`src/rtl/aib_tx_arbiter.sv`:
```
`default_nettype none
// ============================================================================
// Module  : aib_tx_arbiter
// Brief   : 4-way round-robin / fixed-priority burst arbiter with a one-entry
//           output register feeding the AIB adapter TX bus.
//           Optional macro AIB_TX_ARB_STATS_EN adds per-requester beat counters.
// Rev     : 1.0  initial release
// ============================================================================
module aib_tx_arbiter #(
  parameter int NUM_REQ    = 4,
  parameter int REQ_DATA_W = 70
) (
  input  logic                          i_bus_clk,
  input  logic                          i_rst,
  input  logic                          c_arb_mode,
  input  logic [3:0]                    c_burst_len,
  input  logic [NUM_REQ-1:0]            i_req_valid,
  output logic [NUM_REQ-1:0]            o_req_ready,
  input  logic [NUM_REQ*REQ_DATA_W-1:0] i_req_data,
`ifdef AIB_TX_ARB_STATS_EN
  input  logic                          i_stats_clr,
  output logic [NUM_REQ*16-1:0]         o_grant_cnt,
`endif
  output logic                          o_tx_valid,
  input  logic                          i_tx_ready,
  output logic [REQ_DATA_W+1:0]         o_tx_data
);

  localparam logic [0:0] ST_IDLE  = 1'b0;
  localparam logic [0:0] ST_BURST = 1'b1;

  logic [0:0]            r_state;
  logic [0:0]            w_state_nxt;
  logic [1:0]            r_owner;
  logic [1:0]            w_owner_nxt;
  logic [3:0]            r_beat_cnt;
  logic [3:0]            w_beat_cnt_nxt;
  logic [1:0]            r_rr_ptr;
  logic [1:0]            w_rr_ptr_nxt;
  logic                  r_tx_valid;
  logic [REQ_DATA_W+1:0] r_tx_data;

  logic                  w_load_en;
  logic [3:0]            w_eff_len;
  logic                  w_any_valid;
  logic                  w_last_beat;
  logic [1:0]            w_winner;
  logic [1:0]            w_idx;
  logic                  w_found;
  logic                  w_grant;
  logic [1:0]            w_grant_idx;
  logic [NUM_REQ-1:0]    w_ready;
  logic [REQ_DATA_W-1:0] w_sel_data;

  assign w_load_en   = !r_tx_valid || i_tx_ready;
  assign w_eff_len   = (c_burst_len == 4'd0) ? 4'd1 : c_burst_len;
  assign w_any_valid = |i_req_valid;
  // Widened compare: a burst length lowered mid-burst still ends on this beat
  assign w_last_beat = ({1'b0, r_beat_cnt} + 5'd1) >= {1'b0, w_eff_len};

  always_comb begin
    w_winner = 2'd0;
    w_found  = 1'b0;
    w_idx    = 2'd0;
    for (int i = 0; i < NUM_REQ; i++) begin
      w_idx = c_arb_mode ? 2'(i) : r_rr_ptr + 2'(i);
      if (!w_found && i_req_valid[w_idx]) begin
        w_winner = w_idx;
        w_found  = 1'b1;
      end
    end
  end

  always_ff @(posedge i_bus_clk or posedge i_rst) begin
    if (i_rst) begin
      r_state    <= ST_IDLE;
      r_owner    <= 2'd0;
      r_beat_cnt <= 4'd0;
      r_rr_ptr   <= 2'd0;
    end else begin
      r_state    <= w_state_nxt;
      r_owner    <= w_owner_nxt;
      r_beat_cnt <= w_beat_cnt_nxt;
      r_rr_ptr   <= w_rr_ptr_nxt;
    end
  end

  always_comb begin
    w_state_nxt    = r_state;
    w_owner_nxt    = r_owner;
    w_beat_cnt_nxt = r_beat_cnt;
    w_rr_ptr_nxt   = r_rr_ptr;
    case (r_state)
      ST_IDLE: begin
        if (w_grant) begin
          w_owner_nxt    = w_winner;
          w_beat_cnt_nxt = 4'd1;
          if (w_eff_len == 4'd1) begin
            w_rr_ptr_nxt = w_winner + 2'd1;
          end else begin
            w_state_nxt = ST_BURST;
          end
        end
      end
      ST_BURST: begin
        // Back-pressure freezes the burst, including a dropped owner valid
        if (w_load_en) begin
          if (i_req_valid[r_owner]) begin
            w_beat_cnt_nxt = r_beat_cnt + 4'd1;
            if (w_last_beat) begin
              w_state_nxt  = ST_IDLE;
              w_rr_ptr_nxt = r_owner + 2'd1;
            end
          end else begin
            w_state_nxt  = ST_IDLE;
            w_rr_ptr_nxt = r_owner + 2'd1;
          end
        end
      end
      default: w_state_nxt = ST_IDLE;
    endcase
  end

  always_comb begin
    w_grant     = 1'b0;
    w_grant_idx = r_owner;
    w_ready     = '0;
    if (!i_rst && w_load_en) begin
      case (r_state)
        ST_IDLE: begin
          if (w_any_valid) begin
            w_grant     = 1'b1;
            w_grant_idx = w_winner;
          end
        end
        ST_BURST: begin
          if (i_req_valid[r_owner]) begin
            w_grant     = 1'b1;
            w_grant_idx = r_owner;
          end
        end
        default: w_grant = 1'b0;
      endcase
    end
    if (w_grant) begin
      w_ready[w_grant_idx] = 1'b1;
    end
  end

  always_comb begin
    w_sel_data = '0;
    for (int k = 0; k < NUM_REQ; k++) begin
      if (w_grant_idx == 2'(k)) begin
        w_sel_data = i_req_data[k*REQ_DATA_W +: REQ_DATA_W];
      end
    end
  end

  always_ff @(posedge i_bus_clk or posedge i_rst) begin
    if (i_rst) begin
      r_tx_valid <= 1'b0;
      r_tx_data  <= '0;
    end else if (w_load_en) begin
      r_tx_valid <= w_grant;
      if (w_grant) begin
        r_tx_data <= {w_grant_idx, w_sel_data};
      end
    end
  end

  assign o_req_ready = w_ready;
  assign o_tx_valid  = r_tx_valid;
  assign o_tx_data   = r_tx_data;

`ifdef AIB_TX_ARB_STATS_EN
  for (genvar k = 0; k < NUM_REQ; k++) begin : g_stats
    logic [15:0] r_cnt;
    always_ff @(posedge i_bus_clk or posedge i_rst) begin
      if (i_rst) begin
        r_cnt <= 16'd0;
      end else if (i_stats_clr) begin
        r_cnt <= 16'd0;
      end else if (w_ready[k] && i_req_valid[k] && (r_cnt != 16'hFFFF)) begin
        r_cnt <= r_cnt + 16'd1;
      end
    end
    assign o_grant_cnt[k*16 +: 16] = r_cnt;
  end
`endif

endmodule
`default_nettype wire

```
`config.mk`:
```
export PLATFORM = sky130hd
export DESIGN_NAME = aib_tx_arbiter
export DESIGN_NICKNAME = d
export VERILOG_FILES = /design/src/rtl/aib_tx_arbiter.sv
export SDC_FILE = /design/constraint.sdc
export NUM_CORES = 1
export LEC_CHECK = 0
export ABC_AREA = 1
export CAP_MARGIN = 40
export CORE_AREA = 2 2 145 147
export DETAILED_ROUTE_END_ITERATION = 10
export DIE_AREA = 0 0 147 149
export PLACE_DENSITY_LB_ADDON = 0.3
export REMOVE_ABC_BUFFERS = 1
export SETUP_SLACK_MARGIN = 0.02
export SLEW_MARGIN = 20
export SYNTH_ARGS = -nofsm -noshare
export SYNTH_HDL_FRONTEND = slang
export SYNTH_SLANG_ARGS = --single-unit
```
`constraint.sdc`:
```
create_clock -name i_bus_clk -period 7.5 [get_ports i_bus_clk]
set_input_delay 1.5 -clock i_bus_clk [delete_from_list [all_inputs] [get_ports i_bus_clk]]
set_output_delay 1.5 -clock i_bus_clk [all_outputs]
set_load 0.05 [all_outputs]
```
==> results.md <==
* Part of the cycle the worst path needs at 78.7%
* Worst hold start: o_tx_data[64]
* CTS Hold Buffers Added at 0
* Cell variety after synth at 34
* Slew Viols, Final at 0
* Worst R2R End: o_tx_data[24]
* Postcts setup bufs at 0
* Fmax at roughly 0.17 GHz
* Flops & latches, synth at 82
* FF+latch area at 0.00205 sq mm
* Async set-reset flop share out of synthesis at 100%
* Number of global-route vias before repair at roughly 7100
* Post-synth top flop: dfrtp_1
* Dpl ws at 1.56 ns
* Tightest Pin Transition at between 0.8 and 0.9 ns
* Routed wire length at between 20 and 30 mm
* Fin nets at about 1600
* Worst-path cell chain: clkdlybuf4s50_1 -> inv_2 -> a21oi_1 -> o21ai_0 -> nand2_1 -> nand2_1 -> a21oi_4 -> buf_4 -> nand3_1 -> nor2_1 -> clkdlybuf4s50_1
* CP max stage delay at roughly 0.84 ns
* Final Hold Fails at 0
* P_leak at 0.00498 uW
* Final worst slack at approximately 1.6 ns
* Total track usage at approximately 23%
* Initial drt markers at 361
* DRT Pass-1 Iters at 6
* Layout cells sized above 1 at 4.39%
* Finished Cell Area at about 0.010 sq mm
* Largest net degree at the start of global routing at 79
* Number of fill cells at roughly 2000
* I/O pins at around 370
* Mapped cell area at a little over 0.006 sq mm
* Syn. warnings at 0
* EDFF count, synth at 0
* R2R depth at 16
* Multi-input logic area at 0.00349 sq mm
* Drt via density at around 4.7
* I/O Buffers at ~370
* Worst Path Required at approximately 6.0 ns
* Global-route wire length before repair at slightly below 40 mm
* RD Place Congestion at 0.895
* Grt total ovfl at 0
* Clock sink total at roughly 80
* WHS at between 0.4 and 0.5 ns
* Slew margin rel. at roughly 46%
* Antenna viol nets, final at 0
* Unrepaired setup endpoints after global routing: false
* Worst Hold Depth at 2
* Vias post-DR at 7531
* Resized cells post-CTS at 0
* Antenna fix cells at 0
* Initial antenna violation count at 0
* Largest cells by area after synthesis: dfrtp_1 33%, nand2_1 21%, nand3_1 11%, nor2_1 6.4%, inv_1 4.8%
* Cell area power density at ~370 mW/mm^2
* Die X-Extent at 147 um
* CTS Buf Count at 9
* Count leader, synth: nand2_1
* CP Class: in2out
* Setup slack, reg-to-reg at roughly 4 ns
* Hold endpoint: o_tx_data[64]
* Synth top area share at between 30 and 40%
* Gate Count Post-Synth at 983
* Num rows at 53
* Clk Latency, worst-skew pair at roughly 0.34 ns
* Post-route minimum period at 5.90 ns
* CTS root buffer: clkbuf_16
* Hpwl dp at ~19 mm
* Max_cap viols at 0
* DP Area at approximately 0.01 sq mm
* VDD IR max at 0.167 mV
* Synth area leader: dfrtp_1
* Clock transition at the registers of the reported paths at 0.06 ns
* Syn_area_per_cell at 6.30 sq um
* Clock Tree Buf Depth at 2
* Initial Util at approximately 30%
* Startpoint types: primary input
* CP max FO at 34
* Critical R2R Launch: r_rr_ptr[0]
* Element type at the critical path end: output pin
* CP startpoint: i_req_valid[1]
* Total Die Area at approximately 0.022 sq mm
* Syn-to-layout area delta at 67.7%
* Hold/Removal Path Class: reg2reg
* Setup Skew at ~0.0043 ns
* Commonest cells post-synth: 346 x nand2_1, 131 x nand3_1, 106 x nor2_1
* Critical path arrival at 4.40 ns
* Die Ht at approximately 150 um
* Seq/Total Area, Yosys at between 30 and 40%
* Wirelength per Cell at about 16 um
* Final setup vio count at 0
* H-tree levels at 3
* Core ar. at ~0.021 sq mm
* Drt drc at 0
* CTS tree: yes
* Status: finished, final reports clean
* Worst path slowest cell: clkdlybuf4s50_1
* Sum Neg Setup Slack at 0 ns
[registers in the layout (all words and copies together) (netlist names)]
name	count
o_tx_data	72
o_tx_valid	1
r_beat_cnt	4
r_owner	2
r_rr_ptr	2
r_state	1
[critical path, delay by kind of cell]
kind,cells,cell delay [ns]
buf+inv,4,1.86
simple gates,4,0.67
compound gates,3,0.35
[placed cells by master, fill, tap and decap left out, drive strengths merged, types with 2 or more instances in the layout]
master	n
a21boi	13
a21oi	26
a22oi	28
a31o	2
buf	19
bufinv	2
clkbuf	11
clkdlybuf4s50	365
clkinv	3
dfrtp	82
ha	5
inv	84
nand2	351
nand3	133
nand3b	25
nor2	110
o21ai	53
xor2	2
[how the worst max path moves through the flow]
| stage | to | slack (ns) |
|---|---|---|
| floorplan | o_req_ready[2] | -0.49 |
| global placement | o_req_ready[1] | 1.62 |
| detailed placement | o_req_ready[1] | 1.56 |
| CTS | o_req_ready[1] | 1.55 |
| global route | o_req_ready[1] | 1.38 |
| finish | o_req_ready[1] | 1.60 |
[per-layer routing]
layer	GRT usage, %	up-vias	routed length, um	part of all wire (%)
met5	0	-	0	0
met4	10.1	0	1080	4.3
met3	4.43	62	1620	6.4
met2	38.4	266	12300	48
met1	27.8	3394	10400	41
li1	-	3809	-	-
[kinds of logic after synthesis]
kind of cell | Yosys count | share of synthesized area, %
flip-flops | 82 | 33.1
buffers and inverters | 148 | 10.7
AO/OA/AOI/OAI | 124 | 12.2
adder cells (fa/ha/maj) | 5 | 1.01
AND/OR/NAND/NOR | 622 | 42.7
XOR/XNOR | 2 | 0.283
[metrics by stage]
stage	std cells	total power, uW	utilization (%)
global route	1595	4130	50.5
CTS	1593	3840	50.3
finish	1595	3830	50.5
global placement	1576	3320	48.7
detailed placement	1577	3340	48.7
floorplan	920	2380	-
[power breakdown]
group,total [uW],switching [uW],internal [uW]
Clock,483,183,300
Combinational,2590,1700,890
Sequential,761,126,635
[cell type report]
class	instances	share of cell area [%]
Inverter	85	3.08
Tap cell	275	3.31
Clock inverter	5	0.747
Timing Repair Buffer	384	37.2
Multi-Input combinational cell	753	33.6
Sequential cell	82	19.7
Clock buffer	11	2.34
(Power assumes the default switching activity.)
==> edit 1 (same settings) <==
The option `AIB_TX_ARB_STATS_EN` is turned on by a define.
--- a/src/rtl/aib_tx_arbiter.sv
+++ b/src/rtl/aib_tx_arbiter.sv
@@ -7,4 +7,6 @@
 // Rev     : 1.0  initial release
 // ============================================================================
+`define AIB_TX_ARB_STATS_EN
+
 module aib_tx_arbiter #(
   parameter int NUM_REQ    = 4,
Interface: changed (added i_stats_clr and o_grant_cnt); port bits go from 369 to 434. No check against the original RTL was run, so the function may have changed too.
==> edit 1 against the original RTL <==
  * Critical path depth is 5 higher
  * Sequential cell count is 64 higher
  * Final area is 46% higher
  * Routed wire length is 54% higher
  * Area after synthesis is 64% higher
  * Total power is 33% higher
  * Worst setup slack worse by 110 ps
  * Critical endpoint is now o_req_ready[2]
  * Core utilization is 23 points higher
==> edit 1: results (changes against the original RTL) <==
Outcome
  – Outcome: finished clean (unchanged)

Timing
  – Clk_skew: 11.9 ps (was 4.33 ps)

GRT
  – Antenna violations before repair: 6 (was 0)
  – Pin count of the biggest net entering global routing: 86 (was 79)
  – Gr usage total: 35.4% (was 22.5%)
  – GR met3 Demand/Resource: 8.59% (was 4.43%)
  – GR Layer Usage met2: 58.3% (was 38.4%)
  – Met1 Use GR: 43.4% (was 27.8%)
  – Vias in the first global route: 11.1k (was 7085)

Drt
  – DR pass1 iterations: 5 (was 6)
  – Wl on met1: 15.1 mm (was 10.4 mm)
  – Via/cell ratio: 5.46 (was 4.72)
  – Drt initial violations: 803 (was 361)
  – Met3 routed WL: 3.29 mm (was 1.62 mm)
  – Met2 Wirelength: 18.7 mm (was 12.3 mm)

Worst setup path
  – Reg2reg end: o_tx_data[11] (was o_tx_data[24])
  – Crit path DAT: 4520 ps (was 4400 ps)
  – Max FO, Critical Path: 26 (was 34)
  – Largest stage delay, worst path: 890 ps (was 840 ps)

Layout
  – Final nets: 2164 (was 1612)
  – Layout cell share with drive strength beyond 1: 4.69% (was 4.39%)

Yosys
  – Leading cell types by total area after synthesis: dfrtp_1 36%, nand2_1 16%, nand3_1 14%, nor2_1 5.3%, nand4_1 4.9% (was dfrtp_1 33%, nand2_1 21%, nand3_1 11%, nor2_1 6.4%, inv_1 4.8%)
  – Commonest cells post-synth: 430 x nand2_1, 282 x nand3_1, 146 x dfrtp_1, 142 x nor2_1, 105 x inv_1 (was 346 x nand2_1, 131 x nand3_1, 106 x nor2_1, 82 x dfrtp_1, 79 x inv_1)
  – Synth Area in Compound Gates: 4.18% (was 12.2%)
  – Synth unique cells: 35 (was 34)
  – Adder-cell share of the synthesized area: 1.11% (was 1.01%)
  – Post-Synth XOR/XNOR Area: 4.84% (was 0.283%)
  – Post-synthesis sequential area ratio: 36.0% (was 33.1%)

CTS
  – Total CTS buffers: 17 (was 9)
  – H-tree depth: 4 (was 3)
  – Worst-skew pair later-pin latency: 430 ps (was 340 ps)

Placed design
  – Post-DP HPWL: 29.1 mm (was 19.1 mm)
  – GP Congestion: 0.975 (was 0.895)
  – PortBufs: 433 (was 368)

Pwr
  – Pleak: 6.99 nW (was 4.98 nW)
  – VDD IR max: 309 µV (was 167 µV)

Min path
  – Beginning of the worst hold path: o_tx_data[9] (was o_tx_data[64])
-- edit 1: worst max-delay path by stage --
| stage | start | endpoint | slack [ps] | depth (start not counted) |
|---|---|---|---|---|
| floorplan | i_tx_ready | o_req_ready[0] | 1460 | 6 |
| global placement | c_arb_mode | o_req_ready[2] | 1520 | 16 |
| detailed placement | c_arb_mode | o_req_ready[2] | 1510 | 16 |
| CTS | c_arb_mode | o_req_ready[2] | 1480 | 16 |
| global route | c_arb_mode | o_req_ready[2] | 1250 | 14 |
| finish | c_arb_mode | o_req_ready[2] | 1480 | 16 |
-- edit 1: cell type report --
class,instances,area [µm²]
clock buffers,19,443
multi-input cells,1136,5590
diodes,7,17.5
inverters,115,437
repair buffers,446,4510
flip-flops and latches,146,3650
well taps,275,344
fillers,1675,5400
clock inverters,13,160
-- edit 1: cells by family after synthesis --
family,Yosys count
buf+inv,204
fa+ha+maj,9
xor+xnor,56
simple gates,991
compound gates,80
flops,146
-- edit 1: report_power, final --
| group | internal [W] | switching, W | total [W] | leakage, nW |
|---|---|---|---|---|
| registers | 0.00101 | 0.000168 | 0.00117 | 1.90 |
| clock network | 0.000531 | 0.000344 | 0.000875 | 0.281 |
| logic | 0.000974 | 0.00208 | 0.00306 | 4.82 |
| total | 0.00251 | 0.00259 | 0.00511 | 6.99 |
-- edit 1: per-stage QoR --
step | worst slack [ps] | cell area [µm²] | utilization, % | hold slack [ps] | cells
6_report | 1480 | 15200 | 73.7 | 476 | 2157
5_1_grt | 1250 | 15200 | 73.7 | 499 | 2156
4_1_cts | 1480 | 15100 | 73.5 | 482 | 2149
3_5_place_dp | 1510 | 14500 | 70.6 | 464 | 2117
3_3_place_gp | 1520 | 14400 | 70.2 | 461 | 2114
2_1_floorplan | 1460 | 9670 | - | 533 | 1397
==> edit 2 (config.mk and constraints unchanged) <==
Without the edit above. Add an input register stage for `c_arb_mode`; this delays it by one clock. The other inputs are not delayed to match.
--- a/src/rtl/aib_tx_arbiter.sv
+++ b/src/rtl/aib_tx_arbiter.sv
@@ -29,4 +29,10 @@
   localparam logic [0:0] ST_IDLE  = 1'b0;
   localparam logic [0:0] ST_BURST = 1'b1;
+
+  logic c_arb_mode_q;
+
+  always_ff @(posedge i_bus_clk) begin
+    c_arb_mode_q <= c_arb_mode;
+  end
 
   logic [0:0]            r_state;
@@ -64,5 +70,5 @@
     w_idx    = 2'd0;
     for (int i = 0; i < NUM_REQ; i++) begin
-      w_idx = c_arb_mode ? 2'(i) : r_rr_ptr + 2'(i);
+      w_idx = c_arb_mode_q ? 2'(i) : r_rr_ptr + 2'(i);
       if (!w_found && i_req_valid[w_idx]) begin
         w_winner = w_idx;
Function: changed (Yosys sat finds a counterexample within 4 cycles, from zero or initial values and one cycle with i_rst high).
==> edit 2 against the original RTL <==
  * Area after synthesis increased by 0.32%
  * Final cell count decreased by 0.25%
  * Register-to-register slack got worse by 40 ps
  * Total power decreased by 2.1%
  * Worst setup slack got worse by 470 ps
  * Sequential cell count increased by 1
  * Routed wire length decreased by 2.5%
  * Final area decreased by 0.66%
  * Critical path type unchanged
==> edit 2: results (changes against the original RTL) <==
Yosys
  – Adder-cell share of the synthesized area: 1.01% (about the same)
  – Leading cell types by total area after synthesis: dfrtp_1 33%, nand2_1 21%, nand3_1 11%, nor2_1 6.4%, inv_1 4.8% (unchanged)
  – Post-Synthesis Cells: 984 (was 983)
  – Asr flop ratio synth: 98.8% (was 100%)
  – Post-Synth XOR/XNOR Area: 0.282% (was 0.283%)

Worst setup path
  – Reg2reg setup slack: 4010 ps (was 4050 ps)
  – Largest stage delay, worst path: 590 ps (was 840 ps)
  – Worst setup path start: i_rst (was i_req_valid[1])
  – Slowest library cell on the worst path: nand2_1 (was clkdlybuf4s50_1)
  – Reg2reg end: o_tx_data[10] (was o_tx_data[24])
  – Critical Path End: o_req_ready[0] (was o_req_ready[1])
  – Worst r2r path cells: 14 (was 16)
  – Max FO, Critical Path: 49 (was 34)
  – CP top delay family: simple AND/OR/NAND/NOR gates (was buffers and inverters)

Min path
  – Beginning of the worst hold path: o_tx_data[38] (was o_tx_data[64])
  – WHS Endpoint: o_tx_data[38] (was o_tx_data[64])

Layout
  – Layout cell share with drive strength beyond 1: 4.03% (was 4.39%)
  – Fillers: 2071 (was 2048)
  – Fin util: 50.2% (was 50.5%)

Timing
  – Clk_skew: 8.74 ps (was 4.33 ps)

Pwr
  – VDD IR max: 176 µV (was 167 µV)

GRT
  – Vias in the first global route: 6911 (was 7085)
  – Gr usage total: 21.8% (was 22.5%)
  – Pin count of the biggest net entering global routing: 78 (was 79)

Drt
  – Drt initial violations: 261 (was 361)
  – Via Count: 7496 (was 7531)
  – WL/cell: 15.5 µm (was 15.9 µm)

Placed design
  – GP Congestion: 0.906 (was 0.895)
  – Area after DPL: 10000 µm² (about the same)

Outcome
  – Outcome: finished clean (unchanged)
==> edit 2: cell types whose count changed after synthesis <==
cell / change
dfxtp_1: +1
==> edit 2: metal layers <==
metal / track usage [%] / share of wire [%] / routed length, µm
met5: 0 / 0.053 / 13
met4: 6.83 / 2.5 / 616
met3: 4.77 / 6.0 / 1480
met2: 38.0 / 50 / 12300
met1: 27.1 / 42 / 10300
==> edit 2: cell type report <==
type,count,area share (%)
timing repair buffer,380,36.9
clock inverter,4,0.497
clock buffer,11,2.35
multi-input combinational,753,33.8
inverter,85,3.10
tap,275,3.33
sequential,83,20.1
==> edit 2: power breakdown <==
| part | switching (W) | internal [W] |
|---|---|---|
| registers | 0.000123 | 0.000640 |
| clock network | 0.000182 | 0.000266 |
| logic | 0.00169 | 0.000857 |
==> edit 2: cell families after synthesis <==
family / after synthesis
simple gates: 622
xor+xnor: 2
compound gates: 124
flops: 83
fa+ha+maj: 5
buf+inv: 148
==> edit 2: worst reg2reg max path: stages, from the launching register on <==
cell and delay, ps:
dfrtp_1 580, nand2_2 210, nand2_1 100, nand2_1 80, nand2_1 90, nand2_1 50
nor2_1 80, nand3_1 100, nand3_1 130, nand2_4 300, buf_4 480, o21ai_4 870
nor2_1 140, nand2_1 110, nand2_1 60
==> edit 2: per-stage QoR <==
step	worst slack (ps)	hold slack [ps]	TNS [ps]
after floorplan	-495	479	-820
after global placement	1140	461	0
after detailed placement	1050	465	0
after CTS	1040	481	0
after global routing	759	498	0
final	1120	475	0
